<file path="src/rtl/alloc_request_controller_if.sv">
// Request/response and register-file ports of the allocation request controller.
// The controller sits on the slave modport; the datapath/register files use master.
interface alloc_request_controller_if #(
   parameter int AW = 8
);
   // req_valid/req_ready: a request transfers on a rising edge where both are high;
   // the requester holds req_op/req_class/req_reg stable while req_valid waits for req_ready,
   // and req_valid seen while req_ready is low has no effect.
   logic          req_valid;
   logic          req_ready;
   logic          req_op;
   logic [2:0]    req_class;
   logic [2:0]    req_reg;
   logic [5:0]    rd0, rd1, rd2, rd3, rd4, rd5;
   logic          asr_we;
   logic [2:0]    asr_a;
   logic [5:0]    asr_wd;
   logic [2:0]    sa_a;
   logic [AW-1:0] sa_rd;
   logic          r2a_we;
   logic [2:0]    r2a_regmips;
   logic [AW-1:0] r2a_wd;
   logic          done;
   logic          fail;
   logic [AW-1:0] alloc_addr;

   modport slave (
      input  req_valid, req_op, req_class, req_reg,
      input  rd0, rd1, rd2, rd3, rd4, rd5, sa_rd,
      output req_ready, asr_we, asr_a, asr_wd, sa_a,
      output r2a_we, r2a_regmips, r2a_wd, done, fail, alloc_addr
   );

   modport master (
      output req_valid, req_op, req_class, req_reg,
      output rd0, rd1, rd2, rd3, rd4, rd5, sa_rd,
      input  req_ready, asr_we, asr_a, asr_wd, sa_a,
      input  r2a_we, r2a_regmips, r2a_wd, done, fail, alloc_addr
   );
endinterface

</file>
<file path="src/rtl/alloc_request_controller.sv">
// Sequences allocate/free requests against the block status rows, the starting-address
// file and the register-to-address table; keeps a private owner table per block.
module alloc_request_controller #(
   parameter int NBLK = 6,
   parameter int AW   = 8
) (
   input  logic                          clk,
   input  logic                          reset,
   alloc_request_controller_if.slave     bus,
   output logic [2:0]                    state_dbg
);

   typedef enum logic [2:0] {
      S_IDLE  = 3'd0,
      S_SCAN  = 3'd1,
      S_WRITE = 3'd2,
      S_FREE  = 3'd3,
      S_DONE  = 3'd4
   } state_t;

   state_t        state_q, state_d;
   logic [2:0]    idx_q, blk_q, cls_q, reg_q;
   logic          op_q, fail_q;
   logic [AW-1:0] addr_q;
   logic [NBLK-1:0] own_v;
   logic [2:0]    own_reg [NBLK];

   logic [5:0]    rd [NBLK];
   logic [5:0]    rd_sel;
   logic [7:0]    row_ext;
   logic          can_serve;
   logic          owned_req;
   logic          free_hit;
   logic [2:0]    free_k;
   logic          alloc_ok;

   assign rd[0] = bus.rd0;
   assign rd[1] = bus.rd1;
   assign rd[2] = bus.rd2;
   assign rd[3] = bus.rd3;
   assign rd[4] = bus.rd4;
   assign rd[5] = bus.rd5;

   function automatic logic [5:0] reset_row(input logic [2:0] k);
      case (k)
         3'd0:    return 6'b111110;
         3'd1:    return 6'b111100;
         3'd2:    return 6'b111000;
         3'd3:    return 6'b110000;
         3'd4:    return 6'b100000;
         default: return 6'b000000;
      endcase
   endfunction

   always_comb begin
      rd_sel = 6'h3F;
      case (idx_q)
         3'd0:    rd_sel = rd[0];
         3'd1:    rd_sel = rd[1];
         3'd2:    rd_sel = rd[2];
         3'd3:    rd_sel = rd[3];
         3'd4:    rd_sel = rd[4];
         3'd5:    rd_sel = rd[5];
         default: rd_sel = 6'h3F;
      endcase
   end

   // Padding with ones keeps an out-of-range class from ever looking servable.
   assign row_ext   = {2'b11, rd_sel};
   assign can_serve = !row_ext[cls_q] && (rd_sel != 6'h3F);

   always_comb begin
      owned_req = 1'b0;
      free_hit  = 1'b0;
      free_k    = 3'd0;
      for (int k = 0; k < NBLK; k++) begin
         if (own_v[k] && own_reg[k] == bus.req_reg) owned_req = 1'b1;
         if (!free_hit && own_v[k] && own_reg[k] == reg_q) begin
            free_hit = 1'b1;
            free_k   = 3'(k);
         end
      end
   end

   assign alloc_ok = !bus.req_op && (bus.req_class <= 3'd5) && !owned_req;

   always_ff @(posedge clk) begin
      if (reset) state_q <= S_IDLE;
      else       state_q <= state_d;
   end

   // Rejected allocates pass through FREE with op_q = 0: that state never writes
   // for them, and it gives every reject the same two-cycle turnaround as a free.
   always_comb begin
      state_d          = state_q;
      bus.req_ready    = 1'b0;
      bus.asr_we       = 1'b0;
      bus.asr_a        = 3'd0;
      bus.asr_wd       = 6'd0;
      bus.sa_a         = 3'd0;
      bus.r2a_we       = 1'b0;
      bus.r2a_regmips  = 3'd0;
      bus.r2a_wd       = '0;
      case (state_q)
         S_IDLE: begin
            bus.req_ready = 1'b1;
            if (bus.req_valid) state_d = alloc_ok ? S_SCAN : S_FREE;
         end
         S_SCAN: begin
            bus.sa_a = idx_q;
            if (can_serve)                    state_d = S_WRITE;
            else if (idx_q == 3'(NBLK - 1))   state_d = S_DONE;
         end
         S_WRITE: begin
            bus.asr_we      = 1'b1;
            bus.asr_a       = blk_q;
            bus.asr_wd      = 6'h3F;
            bus.sa_a        = blk_q;
            bus.r2a_we      = 1'b1;
            bus.r2a_regmips = reg_q;
            bus.r2a_wd      = bus.sa_rd;
            state_d         = S_DONE;
         end
         S_FREE: begin
            if (op_q && free_hit) begin
               bus.asr_we = 1'b1;
               bus.asr_a  = free_k;
               bus.asr_wd = reset_row(free_k);
            end
            state_d = S_DONE;
         end
         S_DONE:  state_d = S_IDLE;
         default: state_d = S_IDLE;
      endcase
   end

   always_ff @(posedge clk) begin
      if (reset) begin
         idx_q  <= 3'd0;
         blk_q  <= 3'd0;
         cls_q  <= 3'd0;
         reg_q  <= 3'd0;
         op_q   <= 1'b0;
         fail_q <= 1'b0;
         addr_q <= '0;
         own_v  <= '0;
         for (int k = 0; k < NBLK; k++) own_reg[k] <= 3'd0;
      end else begin
         case (state_q)
            S_IDLE: begin
               if (bus.req_valid) begin
                  op_q   <= bus.req_op;
                  cls_q  <= bus.req_class;
                  reg_q  <= bus.req_reg;
                  idx_q  <= 3'd0;
                  fail_q <= 1'b0;
                  addr_q <= '0;
               end
            end
            S_SCAN: begin
               if (can_serve)                  blk_q  <= idx_q;
               else if (idx_q == 3'(NBLK - 1)) fail_q <= 1'b1;
               else                            idx_q  <= idx_q + 3'd1;
            end
            S_WRITE: begin
               own_v[blk_q]   <= 1'b1;
               own_reg[blk_q] <= reg_q;
               addr_q         <= bus.sa_rd;
            end
            S_FREE: begin
               if (op_q && free_hit) own_v[free_k] <= 1'b0;
               else                  fail_q        <= 1'b1;
            end
            default: ;
         endcase
      end
   end

   assign bus.done       = (state_q == S_DONE);
   assign bus.fail       = bus.done & fail_q;
   assign bus.alloc_addr = bus.done ? addr_q : '0;
   assign state_dbg      = state_q;

endmodule

</file>
<file path="src/flat_wrapper.sv">
// flat-port wrapper written by rule: the top's interface ports become plain ports
module alloc_request_controller_flat 
#(
   parameter int NBLK = 6,
   parameter int AW   = 8
)
  (clk, reset, state_dbg, bus_req_valid, bus_req_op, bus_req_class, bus_req_reg, bus_rd0, bus_rd1, bus_rd2, bus_rd3, bus_rd4, bus_rd5, bus_sa_rd, bus_req_ready, bus_asr_we, bus_asr_a, bus_asr_wd, bus_sa_a, bus_r2a_we, bus_r2a_regmips, bus_r2a_wd, bus_done, bus_fail, bus_alloc_addr);
  alloc_request_controller_if #(.AW(AW)) bus_i ();
  input  logic clk;
  input  logic reset;
  output logic [2:0] state_dbg;
  input wire logic [$bits(bus_i.req_valid)-1:0] bus_req_valid;
  input wire logic [$bits(bus_i.req_op)-1:0] bus_req_op;
  input wire logic [$bits(bus_i.req_class)-1:0] bus_req_class;
  input wire logic [$bits(bus_i.req_reg)-1:0] bus_req_reg;
  input wire logic [$bits(bus_i.rd0)-1:0] bus_rd0;
  input wire logic [$bits(bus_i.rd1)-1:0] bus_rd1;
  input wire logic [$bits(bus_i.rd2)-1:0] bus_rd2;
  input wire logic [$bits(bus_i.rd3)-1:0] bus_rd3;
  input wire logic [$bits(bus_i.rd4)-1:0] bus_rd4;
  input wire logic [$bits(bus_i.rd5)-1:0] bus_rd5;
  input wire logic [$bits(bus_i.sa_rd)-1:0] bus_sa_rd;
  output wire logic [$bits(bus_i.req_ready)-1:0] bus_req_ready;
  output wire logic [$bits(bus_i.asr_we)-1:0] bus_asr_we;
  output wire logic [$bits(bus_i.asr_a)-1:0] bus_asr_a;
  output wire logic [$bits(bus_i.asr_wd)-1:0] bus_asr_wd;
  output wire logic [$bits(bus_i.sa_a)-1:0] bus_sa_a;
  output wire logic [$bits(bus_i.r2a_we)-1:0] bus_r2a_we;
  output wire logic [$bits(bus_i.r2a_regmips)-1:0] bus_r2a_regmips;
  output wire logic [$bits(bus_i.r2a_wd)-1:0] bus_r2a_wd;
  output wire logic [$bits(bus_i.done)-1:0] bus_done;
  output wire logic [$bits(bus_i.fail)-1:0] bus_fail;
  output wire logic [$bits(bus_i.alloc_addr)-1:0] bus_alloc_addr;
  assign bus_i.req_valid = bus_req_valid;
  assign bus_i.req_op = bus_req_op;
  assign bus_i.req_class = bus_req_class;
  assign bus_i.req_reg = bus_req_reg;
  assign bus_i.rd0 = bus_rd0;
  assign bus_i.rd1 = bus_rd1;
  assign bus_i.rd2 = bus_rd2;
  assign bus_i.rd3 = bus_rd3;
  assign bus_i.rd4 = bus_rd4;
  assign bus_i.rd5 = bus_rd5;
  assign bus_i.sa_rd = bus_sa_rd;
  assign bus_req_ready = bus_i.req_ready;
  assign bus_asr_we = bus_i.asr_we;
  assign bus_asr_a = bus_i.asr_a;
  assign bus_asr_wd = bus_i.asr_wd;
  assign bus_sa_a = bus_i.sa_a;
  assign bus_r2a_we = bus_i.r2a_we;
  assign bus_r2a_regmips = bus_i.r2a_regmips;
  assign bus_r2a_wd = bus_i.r2a_wd;
  assign bus_done = bus_i.done;
  assign bus_fail = bus_i.fail;
  assign bus_alloc_addr = bus_i.alloc_addr;
  alloc_request_controller #(.NBLK(NBLK), .AW(AW)) u_core (.clk(clk), .reset(reset), .bus(bus_i), .state_dbg(state_dbg));
endmodule
</file>
<file path="config.mk">
export PLATFORM = sky130hd
export DESIGN_NAME = alloc_request_controller_flat
export DESIGN_NICKNAME = d
export VERILOG_FILES = /design/src/rtl/alloc_request_controller_if.sv /design/src/rtl/alloc_request_controller.sv /design/src/flat_wrapper.sv
export SDC_FILE = /design/constraint.sdc
export NUM_CORES = 1
export LEC_CHECK = 0
export ABC_AREA = 1
export CAP_MARGIN = 20
export CORE_MARGIN = 3
export CORE_UTILIZATION = 25
export DETAILED_ROUTE_END_ITERATION = 7
export GPL_ROUTABILITY_DRIVEN = 0
export PLACE_DENSITY = 0.44
export SLEW_MARGIN = 5
export SYNTH_ARGS = -nofsm -noshare
export SYNTH_HDL_FRONTEND = slang
export SYNTH_SLANG_ARGS = --single-unit
</file>
<file path="constraint.sdc">
create_clock -name clk -period 5.7 [get_ports clk]
set_input_delay 1.14 -clock clk [delete_from_list [all_inputs] [get_ports clk]]
set_output_delay 1.14 -clock clk [all_outputs]
set_load 0.1 [all_outputs]
</file>
After elaboration in Yosys (flattened, before gate mapping)
Memories as Yosys holds them, arrays and structs flattened.
Cells that the tools add are included.
Storage, ports and cells
  output and inout port bits: 39
  memory bits (writable): 18
  bits in registers: 31
  memories kept: 1
  logic and storage cells: 163
Cells by class
  bitwise gates (word level): 4
  $add $sub $neg: 1
  mux-type cells: 62
  reductions and logical operators: 47
  magnitude comparators: 6
  equal/unequal tests: 33
Memories
  u_core.own_reg: words 6, bits a word 3, rd ports 6, clocked after Yosys merged registers in 0, write ports 6, line alloc_request_controller.sv:26  | logic [2:0] own_reg [NBLK];
Operators by type and width (count)
  equality test 3 bit: 12
  two-way mux 3 bit: 12
  case mux 6 bit (6 select lines): 1
  case mux 6 bit (5 select lines): 1
  two-way mux 1 bit: 28
  two-way mux 8 bit: 3
  case mux 6 bit (2 select lines): 2
  logical AND 1 bit: 23
  equality test 3 x 2 -> 1 bit (second input constant): 6
  case mux 3 bit (2 select lines): 3
  case mux 8 bit (2 select lines): 1
  equality test 3 bit (second input constant): 4
  less-than comparator 3 x 4 -> 1 bit (second input constant): 3
  two-way mux 6 bit: 2
  AND reduction 2 bit: 5
  equality test 3 x 1 -> 1 bit (second input constant): 3
  zero test 3 bit: 3
  case mux 3 bit (3 select lines): 1
  zero test 1 bit: 8
  inequality test 2 bit (second input constant): 4
  AND 6 bit: 1
  demux 1 bit (select 3 bit): 2
  >= comparator 3 x 1 -> 1 bit (second input constant): 2
  two-way mux 2 bit: 3
  17 further kinds: 20

Longest topological paths before layout
Gate-level depths: netlist of the first run.
An unclocked memory read counts as a cell.
  word-level depth: 32
  mapped depth: 17
  depth with buffers taken out: 17

Least setup slack after synthesis of the first run
Ideal clock, no wire load.
  path type: flip-flop to output port
  start: register u_core.state_q[2] (netlist: u_core.state_dbg[2])
  end: output port bus_alloc_addr[0]
  required time: 4.560 ns
  buffers on the path: 0
  slack: -0.992 ns
  arrival time: 5.552 ns
  cell stages (with the launch flop): 5
  path through: dfxtp_1 > inv_1 > nor3_1 > clkinv_1 > nor2_1
Between the ends
  longest elaborated chain between the ends: 2
Ends and longest elaborated chain
  from (decl): line alloc_request_controller.sv:21  | state_t state_q, state_d;
  from (signal assigned): line alloc_request_controller.sv:89  | else state_q <= state_d;
  equality test 3 bit: line alloc_request_controller.sv:179  | assign bus.done = (state_q == S_DONE);
  via bus_done: line flat_wrapper.sv:31  | output wire logic [$bits(bus_i.done)-1:0] bus_done;
  two-way mux 8 bit: line alloc_request_controller.sv:181  | assign bus.alloc_addr = bus.done ? addr_q : '0;
  to (decl): line flat_wrapper.sv:33  | output wire logic [$bits(bus_i.alloc_addr)-1:0] bus_alloc_addr;
The timed path passes the listed nets, and every way through them passes these cells.

Worst setup path in the final report of the first run
  start: register u_core.reg_q[1]
  end: output port bus_asr_wd[1]
Between the ends
  longest elaborated chain between the ends: 27
Ends and longest elaborated chain
  from (decl): line alloc_request_controller.sv:22  | logic [2:0] idx_q, blk_q, cls_q, reg_q;
  from (signal assigned): line alloc_request_controller.sv:154  | reg_q <= bus.req_reg;
  equality test 3 bit: line alloc_request_controller.sv:78  | if (!free_hit && own_v[k] && own_reg[k] == reg_q) begin
  logical AND 1 bit: line alloc_request_controller.sv:78
  two-way mux 1 bit: line alloc_request_controller.sv:78
  zero test 1 bit: line alloc_request_controller.sv:78
  logical AND 1 bit (2 in a row): line alloc_request_controller.sv:78
  two-way mux 1 bit: line alloc_request_controller.sv:78
  zero test 1 bit: line alloc_request_controller.sv:78
  logical AND 1 bit (2 in a row): line alloc_request_controller.sv:78
  (+8 left out)
  two-way mux 1 bit: line alloc_request_controller.sv:78
  zero test 1 bit: line alloc_request_controller.sv:78
  logical AND 1 bit (2 in a row): line alloc_request_controller.sv:78
  two-way mux 3 bit: line alloc_request_controller.sv:78
  equality test 3 bit (tied with other cells): line alloc_request_controller.sv:45  | case (k)
  case mux 6 bit (5 select lines): line alloc_request_controller.sv:45
  two-way mux 6 bit (*): line alloc_request_controller.sv:125  | if (op_q && free_hit) begin
  case mux 6 bit (2 select lines) (*): line alloc_request_controller.sv:104  | case (state_q)
  to (decl): line flat_wrapper.sv:26  | output wire logic [$bits(bus_i.asr_wd)-1:0] bus_asr_wd;
Mark *: on every way between the ends. The rest lies on a longest branch, timed or not.

==> results of run 1 <==
-- cell families after synthesis --
kind of cell    Yosys count  synth area share
compound gates           79             0.135
flops                    49             0.336
simple gates            281             0.373
buf+inv                  89             0.112
fa+ha+maj                 5            0.0181
xor+xnor                 10            0.0254
-- placed cells by master (no fill, tap or decap), types with 7 or more instances in the layout --
cell type	Yosys	final
o21ai_0	21	21
nor2_1	86	86
clkdlybuf4s50_1	0	92
a21oi_1	32	32
nand2_1	122	122
inv_1	60	60
inv_2	8	8
nand3_1	23	23
edfxtp_1	18	18
nor3_1	8	7
nand2_2	10	10
o21a_1	9	9
dfxtp_1	31	31
-- layout make-up --
class / instances / area (um^2)
fillers: 1481 / 8720
multi-input cells: 375 / 1910
flip-flops and latches: 49 / 1160
repair buffers: 93 / 928
inverters: 73 / 284
well taps: 176 / 220
clock buffers: 7 / 144
clock inverters: 1 / 30.0
-- how the worst max path moves through the flow --
| stage | to | start | slack (ps) |
|---|---|---|---|
| final | bus_asr_wd[1] | u_core.reg_q[1] | 1070 |
| after CTS | bus_asr_wd[1] | u_core.reg_q[1] | 1030 |
| after detailed placement | bus_asr_wd[1] | u_core.reg_q[1] | 1370 |
| after floorplan | bus_alloc_addr[0] | u_core.state_dbg[2] | 170 |
| after global placement | bus_asr_wd[1] | u_core.reg_q[1] | 1350 |
| after global routing | bus_asr_wd[1] | u_core.reg_q[1] | 750 |
-- worst max-delay path: stages, from the launching register on --
cell and delay (ps):
dfxtp_1 580, clkinv_1 470, o22ai_2 220, nor2_1 70, nand2_2 100, inv_2 60, o21ai_4 170, nand2_2 90
nor3_2 180, or2_1 120, clkdlybuf4s50_1 1120
-- power by group through the flow --
stage / clock network, mW / registers (mW) / logic (mW)
after CTS: 0.363 / 0.532 / 1.41
after floorplan: 0 / 0.552 / 1.06
after global placement: 0 / 0.538 / 1.41
after global routing: 0.375 / 0.544 / 1.51
after detailed placement: 0 / 0.540 / 1.40
final: 0.354 / 0.528 / 1.40
-- per-stage QoR --
| stage | hold slack, ps | area [um^2] | power, mW | cells | util |
|---|---|---|---|---|---|
| 6_report | 487 | 4680 | 2.28 | 774 | 0.349 |
| 2_1_floorplan | 430 | 3460 | 1.62 | 513 | - |
| 3_5_place_dp | 480 | 4500 | 1.94 | 766 | 0.336 |
| 3_3_place_gp | 460 | 4500 | 1.95 | 766 | 0.336 |
| 4_1_cts | 490 | 4680 | 2.30 | 774 | 0.349 |
| 5_1_grt | 507 | 4680 | 2.43 | 774 | 0.349 |
-- layer usage --
layer | vias to the layer above | share of wire | global-route usage | routed length, um
met1 | 1600 | 0.46 | 0.201 | 5320
met5 | - | 0 | 0 | 0
met3 | 9 | 0.048 | 0.0339 | 554
met2 | 75 | 0.49 | 0.267 | 5630
li1 | 1787 | - | - | -
met4 | 0 | 0.0081 | 0.0304 | 94
==> impl_metrics.csv, run 1 <==
group,metric,value,unit
setup_path,r2r_end,"u_core.blk_q[1]",
yosys,synth_area_per_cell,6.73,um^2
placed_design,dp_hpwl,9.02,mm
min_path,hold_depth,2,
detailed_routing,vias,3471,
yosys,ys_ff_latch,49,
clocking,clk_latency,290,ps
timing,finClkSkew,4.58,ps
die,dieArea,15300,um^2
clocking,hold_buffers,0,
power,p_comb_frac,0.613,
finish,drive_gt1_frac,0.109,
finish,area_growth,35.5,%
setup_path,end_kind,"output pin",
power,power_leakage,2.00,nW
yosys,synth_top_cell_by_area,"dfxtp_1",
power,ir_worst_vdd,0.459,mV
yosys,synth_edf_count,18,
finish,largest_reg_flops,18,
yosys,syn_area,3450,um^2
detailed_routing,post_drt_wl_per_cell,15.0,um
clocking,htreeDepth,2,
yosys,ys_warn_count,0,
power,power-per-cell-area,487,nW/um^2
timing,setup_tns,0,ps
placed_design,io_buffers,92,
detailed_routing,via_per_inst,4.48,
clocking,cts_buffer_depth,2,
yosys,synth_common_cells,"122 x nand2_1, 86 x nor2_1, 60 x inv_1",
min_path,min_to,"u_core.own_v[2]",
timing,tightestPinTransition,1040,ps
die,core.rowCount,42,
global_route,overflow,0,
clocking,cts.sinks,49,
die,die_height,124,um
yosys,synthTopCellsByArea,"dfxtp_1 18%, edfxtp_1 16%, nand2_1 13%",
setup_path,startpoint_type,"flop",
yosys,synthCells,513,
outcome,outcome,"finished, final reports clean",
run,max_cap_viol_count,0,
clocking,cts_buffers,5,
clocking,post_cts_buffers,0,
yosys,synth_ff_type,"dfxtp_1",
yosys,synth_top_area_frac,0.180,
timing,worst_slack,1070,ps
yosys,synth_seq_area_share,0.336,
global_route,grt_pass1_vias,3424,
timing,setup_viol,0,
timing,fmax,216,MHz
yosys,async_flop_share,0,
timing,slew_viol_final,0,
placed_design,pre_cts_slack,1370,ps
power,power_switching,1.26,mW
clocking,clock_tree.root_cell,"clkbuf_16",
detailed_routing,ant_nets,0,
yosys,syn_nets,572,
setup_path,arrival,3490,ps
die,io-pin-count,93,
setup_path,worstSetupPathType,"flop to output pin",
global_route,grt.total_usage,0.155,
global_route,antenna_found_initial,0,
power,intPower,1.02,mW
clocking,cts_tree,"done",
power,power.share.sequential,0.232,
global_route,grt_max_degree,29,
die,start_util,0.258,
finish,final_nets,656,
clocking,cts.reportedPaths.clkPinSlew,70,ps
yosys,synth_cell_type_count,41,
setup_path,required,4560,ps
die,die_x,124,um
timing,timing.final.hold_violations,0,
setup_path,r2r_slack,3170,ps
detailed_routing,first_pass_iters,5,
yosys,yosys.cell_count.top_type,"nand2_1",
setup_path,cp_max_fo,11,
setup_path,r2r-start,"u_core.idx_q[2]",
detailed_routing,wl,11.6,mm
min_path,hold_start,"u_core.own_v[2]",
finish,diodes,0,
die,core,13400,um^2
detailed_routing,route.detailed.drc,0,
timing,relSlewSlack,0.305,
min_path,min_path_type,"flop to flop",
power,pwr-share-clk,0.155,
power,p_sw_frac,0.551,
timing,finalCritPeriodShare,0.812,
timing,rsz0062_at_grt,"false",
clocking,cts-resized-gates,0,
detailed_routing,dr.first_iter.drc_count,152,
global_route,grt_pass1_wl,18.3,mm
setup_path,r2r_cells,10,
timing,min_period,4630,ps
No activity file was read; power rests on OpenSTA's default activity.
==> inputs of run 2 (changes only) <==
Clock period 5.7 ns to 4.6 ns, I/O delays scaled along.
==> run 2 against run 1 <==
Against the previous run:
- first-iteration DRC count rose by 1.3%
- global-route usage rose by 0.58 points
- largest cell class unchanged
- clock power rose by 6.8%
- critical path depth fell by 5
- non-clock buffer count rose by 1
- total power rose by 21%
- highest routed layer unchanged
- count of clock-buffer cells in the layout fell by 2
- worst setup slack got worse by 75 ps
- final area fell by 0.99%
==> impl_metrics.csv, run 2 (synthesis gave the netlist of run 1 again) <==
group,metric,value,unit
finish,final_common_cell,"nand2_1",
die,start_util,0.258,
timing,fmax,278,MHz
die,die_x,124,um
clocking,cts.sinks,49,
global_route,grt_pass1_wl,19.0,mm
detailed_routing,wl,11.6,mm
setup_path,r2r_end,"u_core.blk_q[1]",
finish,final_nets,657,
min_path,hold_start,"u_core.own_v[2]",
finish,regArea,1160,um^2
timing,tightestPinTransition,990,ps
setup_path,arrival,2680,ps
timing,setup_viol,0,
clocking,clk_latency,300,ps
die,core,13400,um^2
placed_design,io_buffers,92,
timing,holdWs,491,ps
timing,worst_slack,996,ps
timing,slew_viol_final,0,
die,io-pin-count,93,
placed_design,pre_cts_slack,1310,ps
clocking,cts_tree,"done",
clocking,htreeDepth,2,
die,core.rowCount,42,
finish,drive_gt1_frac,0.165,
global_route,grt.total_usage,0.161,
placed_design,dpl_cell_area,4490,um^2
min_path,hold_depth,2,
setup_path,cp_num_cells,5,
global_route,grt_max_degree,29,
setup_path,r2r_slack,2040,ps
die,dieArea,15300,um^2
power,ir_worst_vdd,0.493,mV
setup_path,crit_slowest_cell,"clkdlybuf4s50_1",
setup_path,worstSetupPathType,"flop to output pin",
global_route,antenna_found_initial,0,
timing,finClkSkew,7.70,ps
finish,multi_input_area,1940,um^2
finish,largest_reg_flops,18,
finish,diodes,0,
detailed_routing,route.detailed.drc,0,
setup_path,startpoint_type,"flop",
setup_path,r2r-start,"u_core.idx_q[2]",
die,die_height,124,um
power,power-per-cell-area,597,nW/um^2
clocking,cts-resized-gates,0,
detailed_routing,post_drt_wl_per_cell,14.9,um
finish,stdcell_area,4630,um^2
detailed_routing,vias,3428,
setup_path,r2r_cells,10,
clocking,cts_buffers,5,
min_path,min_path_type,"flop to flop",
run,max_cap_viol_count,0,
timing,finalCritPeriodShare,0.783,
power,power_leakage,2.02,nW
detailed_routing,first_pass_iters,4,
setup_path,cp_num_buf_inv,3,
detailed_routing,ant_nets,0,
setup_path,slowest_delay,1160,ps
timing,min_period,3600,ps
outcome,outcome,"finished, final reports clean",
clocking,cts.reportedPaths.clkPinSlew,70,ps
clocking,hold_buffers,0,
setup_path,critPathTopFamily,"buffers and inverters",
min_path,min_to,"u_core.own_v[2]",
detailed_routing,via_per_inst,4.42,
placed_design,dp_hpwl,9.09,mm
clocking,clock_tree.root_cell,"clkbuf_16",
setup_path,worstPathCellList,"inv_1, nor3_4, clkinv_1, nor2_2, clkdlybuf4s50_1",
global_route,grt_pass1_vias,3561,
detailed_routing,dr.first_iter.drc_count,154,
clocking,post_cts_buffers,0,
setup_path,end_kind,"output pin",
timing,relSlewSlack,0.338,
finish,fillers,1454,
setup_path,cp_max_fo,9,
finish,area_growth,34.1,%
setup_path,required,3680,ps
timing,rsz0062_at_grt,"false",
global_route,overflow,0,
finish,layout_common_cells,"122 x nand2_1, 76 x nor2_1, 69 x clkdlybuf4s50_1, 60 x inv_1, 32 x a21oi_1",
clocking,cts_buffer_depth,2,
timing,timing.final.hold_violations,0,
## run 2: how the worst max path moves through the flow
stage,start,to,slack [ps]
floorplan,u_core.state_dbg[1],bus_sa_a[1],-160
global placement,u_core.state_dbg[2],bus_alloc_addr[6],1340
detailed placement,u_core.state_dbg[2],bus_alloc_addr[3],1310
CTS,u_core.state_dbg[2],bus_alloc_addr[3],950
global route,u_core.state_dbg[2],bus_alloc_addr[3],790
finish,u_core.state_dbg[2],bus_alloc_addr[3],1000
## run 2: area by class of cell
class	count	share of cell area
Clock buffer	5	0.0270
Multi-Input combinational cell	375	0.419
Timing Repair Buffer	94	0.190
Sequential cell	49	0.251
Inverter	73	0.0613
Tap cell	176	0.0475
Clock inverter	3	0.00459
## run 2: layer usage
layer | wire length, um | GRT usage | part of all wire | up-vias
li1 | - | - | - | 1793
met1 | 5670 | 0.219 | 0.49 | 1554
met2 | 5180 | 0.254 | 0.45 | 65
met3 | 492 | 0.0412 | 0.042 | 16
met4 | 239 | 0.0436 | 0.021 | 0
met5 | 0 | 0 | 0 | -
## run 2: per-stage QoR
step / setup TNS (ps) / utilization / total power [mW] / cells
global placement: 0 / 0.335 / 2.41 / 767
global route: 0 / 0.346 / 2.99 / 775
floorplan: -804 / - / 2.01 / 513
detailed placement: 0 / 0.335 / 2.41 / 767
CTS: 0 / 0.346 / 2.80 / 775
finish: 0 / 0.346 / 2.77 / 775
## run 2: worst min-delay path, cell delays in order (launching register included)
cell	delay (ps)
dfxtp_1	330
a21oi_1	40
nor2_1	80
## run 2: power by group
group / internal, mW / leakage (nW) / switching, mW / total (mW)
clock network: 0.202 / 0.0664 / 0.176 / 0.378
logic: 0.442 / 1.51 / 1.28 / 1.73
registers: 0.538 / 0.439 / 0.123 / 0.661
total: 1.18 / 2.02 / 1.58 / 2.77
==> inputs of run 3 (changes only) <==
Settings changed: PLACE_DENSITY 0.44 to 0.46.
Clock period 4.6 ns to 3.3 ns, I/O delays scaled along.
==> run 3 against run 2 <==
Against the previous run:
- critical path depth grew 5
- via count up 1.3%
- total power increased by 46%
- utilization increased by 2.0 points
- sequential power up 35%
- non-clock buffer count is 3 higher
- critical endpoint is now bus_asr_wd[1]
==> impl_metrics.csv, run 3 (synthesis gave the netlist of run 1 again) <==
group,metric,value,unit
outcome,outcome,"finished, final reports clean",
global_route,grt_pass1_vias,3419,
finish,area_growth,41.9,%
placed_design,io_buffers,92,
power,pwr-share-clk,0.130,
setup_path,cp_max_fo,11,
timing,min_period,3070,ps
detailed_routing,via_per_inst,4.46,
finish,largest_reg_flops,18,
detailed_routing,ant_nets,0,
power,p_sw_frac,0.563,
timing,fmax,325,MHz
global_route,grt.total_usage,0.152,
clocking,htreeDepth,2,
placed_design,dpl_cell_area,4750,um^2
power,power.share.sequential,0.221,
timing,relSlewSlack,0.632,
power,power_switching,2.27,mW
finish,diodes,0,
global_route,grt_pass1_wl,18.0,mm
power,power_leakage,2.10,nW
timing,setup_viol,0,
timing,rsz0062_at_grt,"false",
timing,setup_tns,0,ps
timing,finalCritPeriodShare,0.932,
timing,slew_viol_final,0,
finish,layout_common_cells,"122 x nand2_1, 65 x nor2_1, 60 x inv_1, 53 x clkdlybuf4s50_1, 34 x buf_4",
die,die_x,124,um
clocking,cts.sinks,49,
placed_design,dp_hpwl,9.11,mm
clocking,post_cts_buffers,0,
detailed_routing,first_pass_iters,4,
die,dieArea,15300,um^2
die,start_util,0.258,
setup_path,arrival,2410,ps
detailed_routing,wl,11.3,mm
global_route,antenna_found_initial,0,
clocking,cts_buffer_depth,2,
power,p_comb_frac,0.649,
setup_path,end_kind,"output pin",
die,core.rowCount,42,
timing,timing.final.hold_violations,0,
finish,regArea,1170,um^2
run,max_cap_viol_count,0,
clocking,cts_tree,"done",
power,ir_worst_vdd,0.809,mV
power,p_total,4.04,mW
min_path,min_path_type,"flop to flop",
timing,finClkSkew,7.42,ps
detailed_routing,dr.first_iter.drc_count,139,
setup_path,required,2640,ps
finish,fillers,1434,
detailed_routing,post_drt_wl_per_cell,14.5,um
power,intPower,1.76,mW
global_route,overflow,0,
clocking,cts.reportedPaths.clkPinSlew,70,ps
detailed_routing,vias,3471,
detailed_routing,route.detailed.drc,0,
die,die_height,124,um
finish,drive_gt1_frac,0.236,
clocking,cts_buffers,5,
power,power-per-cell-area,824,nW/um^2
setup_path,worstSetupPathType,"flop to output pin",
finish,final_nets,660,
die,core,13400,um^2
die,io-pin-count,93,
finish,multi_input_area,2080,um^2
timing,tightestPinTransition,546,ps
finish,stdcell_area,4900,um^2
finish,fin_util,0.366,
clocking,clk_latency,300,ps
clocking,clock_tree.root_cell,"clkbuf_16",
global_route,grt_max_degree,29,
finish,final_common_cell,"nand2_1",
setup_path,startpoint_type,"flop",
-- run 3: cell count changes in the layout (fill, tap and decap cells not counted), moves of 4 or more --
cell,before,now
nor2_4,5,18
buf_12,0,10
buf_4,25,34
o22ai_1,5,1
nor2_1,76,65
clkdlybuf4s50_1,69,53
-- run 3: power by group through the flow --
| stage | registers [mW] | clock network, mW | logic (mW) |
|---|---|---|---|
| 6_report | 0.894 | 0.523 | 2.62 |
| 5_1_grt | 0.916 | 0.569 | 2.84 |
| 4_1_cts | 0.890 | 0.538 | 2.65 |
| 3_5_place_dp | 0.903 | 0 | 2.64 |
| 3_3_place_gp | 0.901 | 0 | 2.65 |
| 2_1_floorplan | 0.968 | 0 | 1.94 |
-- run 3: final timing paths --
| path | startpoint | cells after the start | slack, ps | end |
|---|---|---|---|---|
| setup / recovery | u_core.reg_q[1] | 10 | 230 | bus_asr_wd[1] |
| hold / removal | u_core.op_q | 2 | 460 | u_core.op_q |
| setup reg to reg | u_core.state_dbg[1] | 8 | 1020 | u_core.own_reg[5][0] |
| hold reg to reg | u_core.op_q | 2 | 460 | u_core.op_q |
-- run 3: routing by layer --
layer,GRT usage,vias to the layer above,part of all wire
li1,-,1794,-
met1,0.214,1582,0.48
met3,0.0297,9,0.053
met5,0,-,0
met2,0.247,86,0.46
met4,0.0221,0,0.0077
-- run 3: stage by stage --
stage	hold WS (ps)	instances	setup slack, ps
3_5_place_dp	452	770	515
4_1_cts	461	778	185
6_report	460	778	226
5_1_grt	510	778	4.16
2_1_floorplan	430	513	-186
3_3_place_gp	447	770	598
-- run 3: worst max-delay path, cell delays in order (launching register included) --
cell and delay, ps:
dfxtp_1 590, clkinvlp_4 340, o22ai_2 170, nor2_1 70, nand2_2 80, inv_2 50
o21ai_4 170, nand2_2 100, nor3_2 190, or2_1 170, buf_12 180
-- run 3: final cells by class --
class | instances | area share
clock buffers | 5 | 0.0255
clock inverters | 3 | 0.00460
inverters | 73 | 0.0598
multi-input cells | 375 | 0.425
flip-flops and latches | 49 | 0.239
well taps | 176 | 0.0449
repair buffers | 97 | 0.201
-- run 3: repair_timing --
action | 4_1_cts | 5_1_grt
hold buffers | 0 | 0
endpoints found under the setup margin | 0 | 1
resized for setup | 0 | 1
hold endpoints to repair | 0 | 0
